$ cat src/rtl/fifo_rd_stream.sv
// ---------------------------------------------------------------------------
// fifo_rd_stream
//
// Read side of an asynchronous FIFO. It brings the Gray-coded write pointer
// into the read clock domain, keeps the read pointer (binary and Gray), and
// fetches words from a synchronous SRAM. Each word leaves on a
// valid/ready stream port.
//
// The SRAM has one cycle of read latency. A two-entry output buffer absorbs
// that latency, so the stream can run at one word per cycle. It also holds
// its head word steady while the consumer stalls.
//
// Parameters
//   ASIZE        address width; storage depth is 2**ASIZE words
//   DSIZE        data word width
//   SYNC_STAGES  write-pointer synchronizer depth (2..4)
//   AE_LEVEL     almost-empty threshold in words
//
// Ports
//   rclk           read-domain clock
//   rrst_n         asynchronous active-low reset
//   wptr_async     Gray write pointer from the write clock domain
//   rptr           Gray read pointer (registered) for the write clock domain
//   raddr          SRAM read address (low ASIZE bits of binary read pointer)
//   ren            SRAM read enable
//   rdata_mem      SRAM read data, valid the cycle after ren
//   m_valid        output word valid
//   m_ready        downstream accepts the word
//   m_data         output word (head of the output buffer)
//   rlevel         words in storage not yet read from the SRAM
//   rempty         storage empty (registered)
//   ralmost_empty  rlevel <= AE_LEVEL
// ---------------------------------------------------------------------------
module fifo_rd_stream #(
    parameter int ASIZE       = 4,
    parameter int DSIZE       = 8,
    parameter int SYNC_STAGES = 2,
    parameter int AE_LEVEL    = 2
) (
    input  logic             rclk,
    input  logic             rrst_n,
    input  logic [ASIZE:0]   wptr_async,
    output logic [ASIZE:0]   rptr,
    output logic [ASIZE-1:0] raddr,
    output logic             ren,
    input  logic [DSIZE-1:0] rdata_mem,
    output logic             m_valid,
    input  logic             m_ready,
    output logic [DSIZE-1:0] m_data,
    output logic [ASIZE:0]   rlevel,
    output logic             rempty,
    output logic             ralmost_empty
);

    // Threshold resized to the level width so the compare is width-exact.
    localparam logic [ASIZE:0] AE_LEVEL_W = AE_LEVEL[ASIZE:0];

    // -----------------------------------------------------------------------
    // Write-pointer synchronizer
    // -----------------------------------------------------------------------
    logic [ASIZE:0] sync_q [SYNC_STAGES];
    logic [ASIZE:0] rs_wptr;
    logic [ASIZE:0] rs_wbin;

    always_ff @(posedge rclk or negedge rrst_n) begin
        if (!rrst_n) begin
            for (int i = 0; i < SYNC_STAGES; i++) begin
                sync_q[i] <= '0;
            end
        end else begin
            sync_q[0] <= wptr_async;
            for (int i = 1; i < SYNC_STAGES; i++) begin
                sync_q[i] <= sync_q[i-1];
            end
        end
    end

    assign rs_wptr = sync_q[SYNC_STAGES-1];

    // Gray to binary: bit i is the XOR of all Gray bits at or above i.
    // This is used only for the fill level.
    for (genvar gi = 0; gi <= ASIZE; gi++) begin : g_wbin
        assign rs_wbin[gi] = ^rs_wptr[ASIZE:gi];
    end

    // -----------------------------------------------------------------------
    // Read pointer and empty flag
    // -----------------------------------------------------------------------
    logic [ASIZE:0] rbin_q;
    logic [ASIZE:0] rbin_d;
    logic [ASIZE:0] rptr_q;
    logic [ASIZE:0] rgray_d;
    logic           rempty_q;
    logic           rempty_d;

    assign rbin_d   = rbin_q + {{ASIZE{1'b0}}, ren};
    assign rgray_d  = rbin_d ^ (rbin_d >> 1);
    // Compare the next read pointer with the synchronized write pointer.
    // As a result, rempty is already high in the cycle after the last word
    // is fetched, and ren can never fetch past the write pointer.
    assign rempty_d = (rgray_d == rs_wptr);

    always_ff @(posedge rclk or negedge rrst_n) begin
        if (!rrst_n) begin
            rbin_q   <= '0;
            rptr_q   <= '0;
            rempty_q <= 1'b1;
        end else begin
            rbin_q   <= rbin_d;
            rptr_q   <= rgray_d;
            rempty_q <= rempty_d;
        end
    end

    // -----------------------------------------------------------------------
    // Output buffer: two entries; entry 0 is always the head
    // -----------------------------------------------------------------------
    logic             inflight_q;
    logic [1:0]       buf_cnt_q;
    logic [1:0]       buf_cnt_d;
    logic [DSIZE-1:0] buf_q [2];
    logic [DSIZE-1:0] buf_d [2];
    logic             pop;
    logic [2:0]       occ_after_pop;
    logic             tail_idx;

    assign pop = m_valid & m_ready;

    // Occupancy after this edge, counting the word coming back from the
    // SRAM. A new read is issued only if that still leaves a free slot.
    // Because of this, buf_cnt + inflight never exceeds 2.
    assign occ_after_pop = {1'b0, buf_cnt_q} + {2'b00, inflight_q} - {2'b00, pop};
    assign ren           = ~rempty_q & (occ_after_pop < 3'd2);

    // Slot for the returning word: buf_cnt - pop. That value is only 0 or 1
    // whenever a word is in flight, so one bit is enough. (For the same
    // reason, buf_cnt=2 with no pop cannot happen here.)
    assign tail_idx = buf_cnt_q[0] ^ pop;

    always_comb begin
        buf_d[0] = buf_q[0];
        buf_d[1] = buf_q[1];
        // The pop shift goes first, so a capture on the same edge lands
        // behind the surviving entry.
        if (pop) begin
            buf_d[0] = buf_q[1];
        end
        if (inflight_q) begin
            buf_d[tail_idx] = rdata_mem;
        end
        buf_cnt_d = occ_after_pop[1:0];
    end

    always_ff @(posedge rclk or negedge rrst_n) begin
        if (!rrst_n) begin
            inflight_q <= 1'b0;
            buf_cnt_q  <= '0;
            buf_q[0]   <= '0;
            buf_q[1]   <= '0;
        end else begin
            inflight_q <= ren;
            buf_cnt_q  <= buf_cnt_d;
            buf_q[0]   <= buf_d[0];
            buf_q[1]   <= buf_d[1];
        end
    end

    // -----------------------------------------------------------------------
    // Outputs
    // -----------------------------------------------------------------------
    assign rptr          = rptr_q;
    assign raddr         = rbin_q[ASIZE-1:0];
    assign rempty        = rempty_q;
    assign m_valid       = (buf_cnt_q != 2'd0);
    assign m_data        = buf_q[0];
    // Modulo subtraction. This stays correct across the pointer MSB wrap.
    assign rlevel        = rs_wbin - rbin_q;
    assign ralmost_empty = (rlevel <= AE_LEVEL_W);

endmodule

$ cat config.mk
export PLATFORM = sky130hd
export DESIGN_NAME = fifo_rd_stream
export DESIGN_NICKNAME = d
export VERILOG_FILES = /design/src/rtl/fifo_rd_stream.sv
export SDC_FILE = /design/constraint.sdc
export NUM_CORES = 1
export LEC_CHECK = 0
export ABC_AREA = 1
export CAP_MARGIN = 5
export CELL_PAD_IN_SITES_DETAIL_PLACEMENT = 0
export CELL_PAD_IN_SITES_GLOBAL_PLACEMENT = 1
export CORE_MARGIN = 8
export CORE_UTILIZATION = 33
export CTS_CLUSTER_DIAMETER = 120
export DETAILED_ROUTE_END_ITERATION = 10
export HOLD_SLACK_MARGIN = 0.1
export PLACE_DENSITY_LB_ADDON = 0.1
export SLEW_MARGIN = 20
export SYNTH_ARGS = -nofsm -noshare
export SYNTH_HDL_FRONTEND = slang
export SYNTH_SLANG_ARGS = --single-unit
$ cat constraint.sdc
create_clock -name rclk -period 3.69 [get_ports rclk]
set_input_delay 0.738 -clock rclk [delete_from_list [all_inputs] [get_ports rclk]]
set_output_delay 0.738 -clock rclk [all_outputs]
set_load 0.005 [all_outputs]
==> impl_metrics.json, run 1 <==
{
  "grt_pass1_vias": 1523,
  "critPathRequiredTime_ns": 2.95,
  "detailed_place_hpwl_um": 3190,
  "hold_depth": 0,
  "clk_pin_slew_worst_paths_ns": 0.06,
  "final_net_count": 300,
  "hold_path_end": "rs_wptr[0]",
  "clock_latency_ns": 0.29,
  "peakVddDrop_uv": 428,
  "dieHeight_um": 91.8,
  "max-clock-path-buffers": 2,
  "clock_tree.root_cell": "clkbuf_8",
  "power_density_mw_per_mm2": 968,
  "final_critical_path_required_period_ns": 3.55,
  "cts_sinks": 39,
  "antenna_cells": 0,
  "max_cap_violations": 0,
  "numPortBuffers": 41,
  "antenna_violations_before_repair": 0,
  "post_synth_inst_count": 216,
  "die_area_mm2": 0.00843,
  "hold_start": "sync_q[5]",
  "met3_usage": 0.0465,
  "tritoncts": "yes",
  "yosys_warnings": 0,
  "path_class": "input pin to output pin",
  "rr_worst_depth": 21,
  "synth_top_cells_by_area": "dfrtp_1 50%, nand2_1 16%, ha_1 5.3%",
  "drt-initial-drc-count": 33,
  "relSlewSlack": 0.443,
  "max_slew.worst_pin.slew_ns": 0.835,
  "run_status": "complete, no violations",
  "syn-cell-area_mm2": 0.00190,
  "core_region_area_mm2": 0.00554,
  "yosys_register_bits": 39,
  "cts_made_buffers": 5,
  "top_level_ports": 42,
  "preCtsSetupSlack_ns": -0.293,
  "rows": 27,
  "synth_enable_flop_cells": 0,
  "power.leakage_nw": 1.29,
  "post-route-worst-setup-slack_ns": 0.141,
  "largest_net_degree_at_the_start_of_global_routing": 40,
  "min_period_over_period": 0.962,
  "grtUsageTotal": 0.108,
  "gr-usage-met1": 0.135,
  "power_w": 0.00254,
  "finClkSkew_ns": 0.00971,
  "r2r_setup_slack_ns": 0.39,
  "finalHoldViolCount": 0,
  "post_synthesis_area_per_instance_um2": 8.78,
  "timing.rr.end": "rempty",
  "drt_pass1_iterations": 4,
  "htree_num_levels": 2,
  "crit_path_start_kind": "input pin",
  "grt_setup_unrepaired": "no",
  "gr_overflow_total": 0,
  "synth_largest_type_area_fraction": 0.501,
  "route.vias.total": 1505,
  "initial_core_util": 0.342,
  "arrival_ns": 2.81,
  "worstReg2RegStart": "buf_cnt_q[1]",
  "timing.hold.ws_ns": 0.356,
  "grt_pass1_wl_um": 7280,
  "area_added_between_synthesis_and_finish_pct": 38.2,
  "setup_tns_ns": 0,
  "synth_commonest_cells": "83 x nand2_1, 38 x dfrtp_1, 19 x inv_1",
  "asyncSetResetFlopFracSynth": 1.00,
  "synth_seq_area_share": 0.515,
  "slew_violations": 0,
  "dieWidth_um": 91.8,
  "postSynthNetCount": 242,
  "busiest_layer": "met2",
  "hold_class": "flop to flop",
  "crit_path_max_fanout": 3,
  "post_synth_num_cell_types": 23,
  "post_drt_via_cell_ratio": 4.34,
  "crit_path_end_kind": "output pin",
  "final_antenna_net_count": 0,
  "maximum_frequency_from_static_timing_analysis_ghz": 0.282,
  "yosysMostFrequentCell": "nand2_1",
  "synth_top_flop_cell": "dfrtp_1",
  "place.gp.congestion": 0.740,
  "use_met2": 0.164,
  "report.final.setup_viol": 0,
  "final_layout_size_suffix_gt1_frac": 0.178,
  "post-synth-top-area-cell": "dfrtp_1",
  "drc": 0,
  "wl_per_cell_um": 12.1,
  "wl_um": 4190
}
==> power by group <==
group          total [W]  internal, W  leakage, nW  switching, W
Clock           0.000274     0.000132       0.0412      0.000142
Sequential      0.000719     0.000601        0.468      0.000118
Combinational    0.00154     0.000839        0.779      0.000705
Total            0.00254      0.00157         1.29      0.000965
==> worst max-delay path: stages <==
cell,delay (ns)
clkdlybuf4s50_1,0.47
nand2_2,0.07
inv_4,0.06
ha_4,0.19
inv_2,0.06
ha_4,0.12
clkinv_2,0.06
fa_1,0.52
inv_2,0.06
nor3_4,0.22
clkdlybuf4s15_1,0.23
==> layer usage <==
layer | vias up | share of wire | wire length, um
li1 | 786 | - | -
met5 | - | 0 | 0
met1 | 689 | 0.48 | 2020
met3 | 4 | 0.061 | 256
met4 | 0 | 0.013 | 56
met2 | 26 | 0.44 | 1860
==> stage by stage <==
step	instance area [um^2]	util	cells
2_1_floorplan	1910	-	216
3_3_place_gp	2450	0.443	335
3_5_place_dp	2450	0.443	335
4_1_cts	2550	0.460	344
5_1_grt	2620	0.473	347
6_report	2620	0.473	347
==> cells by family after synthesis <==
family / Yosys count / synth area share
AO/OA/AOI/OAI: 13 / 0.0396
XOR/XNOR: 8 / 0.0488
adder cells (fa/ha/maj): 10 / 0.0739
buffers and inverters: 32 / 0.0792
flip-flops: 39 / 0.515
AND/OR/NAND/NOR: 114 / 0.243
==> cells in the final DEF (no fill, tap or decap), types with 2 or more instances in the layout <==
cell type        Yosys  final
nand2_1             83     82
dfrtp_1             38     38
clkdlybuf4s50_1      0     38
buf_4                8     20
inv_1               19     16
nand3_1             13     13
nor2_1              11     10
a31oi_1              8      8
clkbuf_8             0      5
inv_2                1      4
xor2_1               4      4
ha_1                 8      4
xor2_2               3      3
a21oi_1              3      3
ha_4                 0      3
or2_2                2      2
nand2_2              1      2
nand4_1              2      2
clkinv_2             0      2
==> how the worst max path moves through the flow <==
stage | startpoint | endpoint | depth (start not counted)
after global placement | m_ready | rempty | 21
final | m_ready | ren | 11
after global routing | rs_wptr[3] | rlevel[4] | 10
after CTS | m_ready | ren | 11
after detailed placement | m_ready | rempty | 21
after floorplan | m_ready | rempty | 21
==> area by class of cell <==
type | instances | area, um^2
clock buffer | 6 | 72.6
clock inverter | 2 | 12.5
fill | 579 | 2920
inverter | 22 | 86.3
multi-input combinational | 145 | 828
sequential | 39 | 977
tap | 72 | 90.1
timing repair buffer | 61 | 554
==> what timing repair did <==
action                                  4_1_cts  5_1_grt
endpoints found under the hold margin         0        0
endpoints found under the setup margin        3        4
resized for setup                             5       12
hold buffers                                  0        0
buffers inserted                              1        4
pin swaps                                     2        4
Power figures use the tool's default switching activity.
==> inputs of run 2 (changes only) <==
--- a/config.mk
+++ b/config.mk
@@ -15,6 +15,7 @@
 export DETAILED_ROUTE_END_ITERATION = 10
 export HOLD_SLACK_MARGIN = 0.1
 export PLACE_DENSITY_LB_ADDON = 0.1
+export RECOVER_POWER = 50
 export SLEW_MARGIN = 20
 export SYNTH_ARGS = -nofsm -noshare
 export SYNTH_HDL_FRONTEND = slang
==> run 2 against run 1 <==
Compared with the run above:
- the flow now finishes with violations (capacitance limit, slew limit)
- clock-buffer cell count did not move
- highest routed layer unchanged
- global-route usage unchanged
- final cell count unchanged
==> impl_metrics.json, run 2 (same netlist as run 1, synthesis figures left out) <==
{
  "cts_sinks": 39,
  "run_status": "complete, but fails checks",
  "post_drt_via_cell_ratio": 4.34,
  "drt-initial-drc-count": 33,
  "tritoncts": "yes",
  "cts_made_buffers": 5,
  "finalNonFillerCells": 347,
  "max_cap_violations": 1,
  "dieHeight_um": 91.8,
  "max_slew.worst_pin.slew_ns": 2.00,
  "num-fill-cells": 577,
  "cp_cell_sequence": "clkdlybuf4s50_1 -> nand2_2 -> inv_4 -> ha_4 -> inv_2 -> ha_4 -> clkinv_2 -> fa_1 -> inv_2 -> nor3_4 -> clkdlybuf4s15_1",
  "power_frac_comb": 0.608,
  "crit_path_start_kind": "input pin",
  "grtUsageTotal": 0.108,
  "seqPwrFrac": 0.284,
  "crit_family": "buffers and inverters",
  "drt_pass1_iterations": 4,
  "critical_path_cell_count": 11,
  "htree_num_levels": 2,
  "critPathSlowestCell": "fa_1",
  "largest_net_degree_at_the_start_of_global_routing": 40,
  "crit_path_max_fanout": 3,
  "gr_overflow_total": 0,
  "final_net_count": 300,
  "multi_input_comb_area_um2": 828,
  "antenna_violations_before_repair": 0,
  "share_clk_of_total_power": 0.108,
  "layout_common_cells": "82 x nand2_1, 38 x dfrtp_1, 32 x clkdlybuf4s50_1, 20 x buf_4, 16 x inv_1",
  "numPortBuffers": 41,
  "min_period_over_period": 0.962,
  "report.final.setup_viol": 0,
  "critical-path-max-stage-delay_ns": 0.52,
  "slew_violations": 40,
  "grt_pass1_vias": 1523,
  "max-clock-path-buffers": 2,
  "wl_um": 4180,
  "rr_worst_depth": 21,
  "place.gp.congestion": 0.740,
  "relSlewSlack": -0.336,
  "power_density_mw_per_mm2": 967,
  "arrival_ns": 2.81,
  "wl_per_cell_um": 12.1,
  "final_layout_size_suffix_gt1_frac": 0.175,
  "cts.hold.buffers_added": 0,
  "final_critical_path_required_period_ns": 3.55,
  "top_level_ports": 42,
  "detailed_place_hpwl_um": 3190,
  "grt_setup_unrepaired": "no",
  "switching_share": 0.381,
  "clock_latency_ns": 0.29,
  "mostFrequentLayoutCell": "nand2_1",
  "sequential_cell_area_um2": 977,
  "clock_tree.root_cell": "clkbuf_8",
  "antenna_cells": 0,
  "hold_class": "flop to flop",
  "initial_core_util": 0.342,
  "final_antenna_net_count": 0,
  "failed_checks": "capacitance limit, slew limit",
  "clk_pin_slew_worst_paths_ns": 0.06,
  "power_w": 0.00253,
  "power.leakage_nw": 1.29,
  "rows": 27,
  "grt_pass1_wl_um": 7280,
  "core_region_area_mm2": 0.00554,
  "crit_path_end_kind": "output pin",
  "post-place-cells": 335,
  "int_power_w": 0.00157,
  "route.vias.total": 1505,
  "power_switching_w": 0.000965,
  "die_area_mm2": 0.00843,
  "finClkSkew_ns": 0.00971,
  "hold_depth": 0,
  "area_added_between_synthesis_and_finish_pct": 38.1,
  "path_class": "input pin to output pin",
  "critPathBufInv": 6,
  "dieWidth_um": 91.8,
  "peakVddDrop_uv": 419,
  "critPathRequiredTime_ns": 2.95,
  "finalHoldViolCount": 0,
  "drc": 0,
  "maximum_frequency_from_static_timing_analysis_ghz": 0.282
}
[run 2: changes by cell type in the layout (fill, tap and decap cells not counted)]
cell / before / now
clkdlybuf4s50_1: 38 / 32
dlygate4sd3_1: 0 / 6
buf_2: 1 / 0
clkbuf_1: 1 / 2
[run 2: path summary, 6_finish.rpt]
check,startpoint,to,slack (ns)
min,sync_q[5],rs_wptr[0],0.36
min in group asynchronous,rrst_n,rbin_q[2],1.01
max in group asynchronous,rrst_n,m_data[4],1.53
max reg2reg,buf_cnt_q[1],rempty,0.39
max,m_ready,ren,0.14
min reg2reg,sync_q[5],rs_wptr[0],0.36
[run 2: worst reg2reg max path, delay by kind of cell, from the launching register on]
family	cells	cell delay [ns]
DFF	1	0.42
adders and majority gates	4	1.09
buffers and inverters	6	0.43
and+or+nand+nor	11	1.32
[run 2: repair_timing]
item	in CTS	in global routing
pin swaps	2	4
setup endpoints to repair	3	4
setup buffers	1	4
resized for setup	5	12
[run 2: power by group through the flow]
stage          clock (W)  combinational [W]  sequential, W
2_1_floorplan          0           0.000768       0.000700
3_3_place_gp           0            0.00145       0.000719
3_5_place_dp           0            0.00144       0.000721
4_1_cts         0.000290            0.00146       0.000717
5_1_grt         0.000312            0.00174       0.000746
6_report        0.000274            0.00154       0.000719
[run 2: routing by layer]
| layer | global-route usage | wire length, um |
|---|---|---|
| met5 | 0 | 0 |
| met4 | 0.0362 | 56 |
| met3 | 0.0465 | 255 |
| met2 | 0.164 | 1860 |
| met1 | 0.135 | 2020 |
[run 2: layout make-up]
cell class | instances | share of cell area
Clock inverter | 2 | 0.00478
Inverter | 22 | 0.0330
Clock buffer | 6 | 0.0277
Timing Repair Buffer | 61 | 0.211
Sequential cell | 39 | 0.373
Tap cell | 72 | 0.0344
Multi-Input combinational cell | 145 | 0.316
[run 2: through the flow]
step / util / hold WS [ns] / TNS (ns) / area [um^2] / worst slack [ns]
2_1_floorplan: - / 0.331 / 0 / 1910 / 0.0448
3_3_place_gp: 0.443 / 0.332 / -0.680 / 2450 / -0.227
3_5_place_dp: 0.443 / 0.336 / -0.971 / 2450 / -0.293
4_1_cts: 0.460 / 0.361 / 0 / 2550 / 0.0222
5_1_grt: 0.473 / 0.363 / 0 / 2620 / 0.00107
6_report: 0.473 / 0.356 / 0 / 2620 / 0.142
==> inputs of run 3 (changes only) <==
--- a/config.mk
+++ b/config.mk
@@ -9,6 +9,7 @@
 export CAP_MARGIN = 5
 export CELL_PAD_IN_SITES_DETAIL_PLACEMENT = 0
 export CELL_PAD_IN_SITES_GLOBAL_PLACEMENT = 1
+export CORE_ASPECT_RATIO = 0.75
 export CORE_MARGIN = 8
 export CORE_UTILIZATION = 33
 export CTS_CLUSTER_DIAMETER = 120
==> run 3 against run 2 <==
Compared with the run above:
- the run still ends with capacitance limit, slew limit left
- clock power grew 49%
- clock skew shrank 0.0019 ns
- die area grew 0.30%
- register-to-register slack lost 0.16 ns
- global-route usage shrank 0.57 points
- setup slack lost 0.055 ns
- largest cell class unchanged
==> impl_metrics.json, run 3 (same netlist as run 1, synthesis figures left out) <==
{
  "initial_core_util": 0.334,
  "antenna_violations_before_repair": 0,
  "clock_tree.root_cell": "clkbuf_8",
  "layout_common_cells": "77 x nand2_1, 38 x dfrtp_1, 32 x clkdlybuf4s50_1, 24 x buf_4, 17 x inv_1",
  "die_area_mm2": 0.00845,
  "run_status": "complete, but fails checks",
  "mostFrequentLayoutCell": "nand2_1",
  "cts_sinks": 39,
  "final_layout_size_suffix_gt1_frac": 0.215,
  "wl_per_cell_um": 11.6,
  "detailed_place_hpwl_um": 3140,
  "post-route-worst-setup-slack_ns": 0.0865,
  "peakVddDrop_uv": 255,
  "power_density_mw_per_mm2": 991,
  "drt-initial-drc-count": 35,
  "htree_num_levels": 2,
  "antenna_cells": 0,
  "area_added_between_synthesis_and_finish_pct": 42.8,
  "numPortBuffers": 41,
  "tritoncts": "yes",
  "dieHeight_um": 81.7,
  "clk_pin_slew_worst_paths_ns": 0.07,
  "drc": 0,
  "post_drt_via_cell_ratio": 4.16,
  "max-clock-path-buffers": 2,
  "critPathRequiredTime_ns": 3.91,
  "crit_path_max_fanout": 3,
  "num-fill-cells": 542,
  "top_level_ports": 42,
  "cts.hold.buffers_added": 0,
  "maximum_frequency_from_static_timing_analysis_ghz": 0.278,
  "finalHoldViolCount": 0,
  "drt_pass1_iterations": 4,
  "grt_pass1_vias": 1460,
  "arrival_ns": 3.82,
  "max_cap_violations": 1,
  "finClkSkew_ns": 0.00780,
  "gr_overflow_total": 0,
  "crit_path_end_kind": "flop",
  "cts_made_buffers": 5,
  "largest_net_degree_at_the_start_of_global_routing": 40,
  "relSlewSlack": -0.377,
  "min_period_over_period": 0.977,
  "clock_latency_ns": 0.28,
  "path_class": "input pin to flop",
  "preCtsSetupSlack_ns": -0.285,
  "final_antenna_net_count": 0,
  "route.vias.total": 1486,
  "power_w": 0.00269,
  "wl_um": 4150,
  "power.leakage_nw": 1.33,
  "hold_class": "flop to flop",
  "grtUsageTotal": 0.103,
  "place.gp.congestion": 0.739,
  "core_region_area_mm2": 0.00568,
  "final_net_count": 304,
  "max_slew.worst_pin.slew_ns": 2.07,
  "grt_pass1_wl_um": 6970,
  "grt_setup_unrepaired": "yes",
  "final_critical_path_required_period_ns": 3.60,
  "report.final.setup_viol": 0,
  "slew_violations": 40,
  "crit_path_start_kind": "input pin",
  "failed_checks": "capacitance limit, slew limit",
  "dieWidth_um": 104,
  "rows": 24,
  "r2r_setup_slack_ns": 0.23
}
==> run 3: worst max-delay path, stage by stage <==
cell and delay (ns):
clkdlybuf4s50_1 0.42, nand2_2 0.09, clkinv_2 0.06, ha_1 0.28
inv_1 0.07, ha_2 0.18, clkinv_2 0.06, fa_1 0.47
inv_1 0.07, nor3_4 0.23, ha_2 0.25, buf_4 0.11
buf_4 0.10, nand3_1 0.09, nand2_2 0.11, buf_4 0.10
buf_4 0.09, nand3_1 0.06, nand3_1 0.09, nand2_1 0.06
nand2_1 0.05, nor2_1 0.04
==> run 3: stage by stage <==
step | setup TNS [ns] | area (um^2) | instances | hold WS, ns | utilization
6_report | 0 | 2710 | 357 | 0.352 | 0.477
4_1_cts | 0 | 2640 | 353 | 0.355 | 0.464
5_1_grt | -0.0811 | 2710 | 357 | 0.370 | 0.477
3_3_place_gp | -0.607 | 2470 | 342 | 0.334 | 0.435
2_1_floorplan | 0 | 1910 | 216 | 0.331 | -
3_5_place_dp | -1.05 | 2470 | 342 | 0.337 | 0.435
==> run 3: worst paths after layout <==
check                                  start    endpoint  cells past startpoint
worst max-delay path                 m_ready      rempty                     22
worst min-delay path               sync_q[9]  rs_wptr[4]                      0
worst max register to register  buf_cnt_q[1]      rempty                     22
worst min register to register     sync_q[9]  rs_wptr[4]                      0
max in group asynchronous             rrst_n  rs_wptr[2]                      1
min in group asynchronous             rrst_n  rs_wptr[0]                      1
==> run 3: cell type report <==
cell class	instances	area, um^2	share of cell area
clock buffers	6	72.6	0.0268
clock inverters	2	60.1	0.0222
inverters	22	85.1	0.0314
multi-input cells	145	838	0.309
flip-flops and latches	39	977	0.361
well taps	78	97.6	0.0360
repair buffers	65	578	0.213
==> run 3: repair_timing <==
item	CTS	global route
endpoints found under the setup margin	3	6
gates cloned	0	0
setup buffers	3	4
pin swaps	3	8
endpoints found under the hold margin	0	0
gates resized for setup	7	16
==> run 3: metal layers <==
layer	vias up	GRT usage	wire, um
li1	792	-	-
met4	0	0.0219	15
met5	-	0	0
met2	27	0.152	1750
met1	665	0.136	2120
met3	2	0.0439	259
==> run 3: report_power, final <==
part           internal [W]  leakage, nW  switching (W)
combinational      0.000845        0.797       0.000713
sequential         0.000601        0.468       0.000117
clock              0.000270       0.0654       0.000139
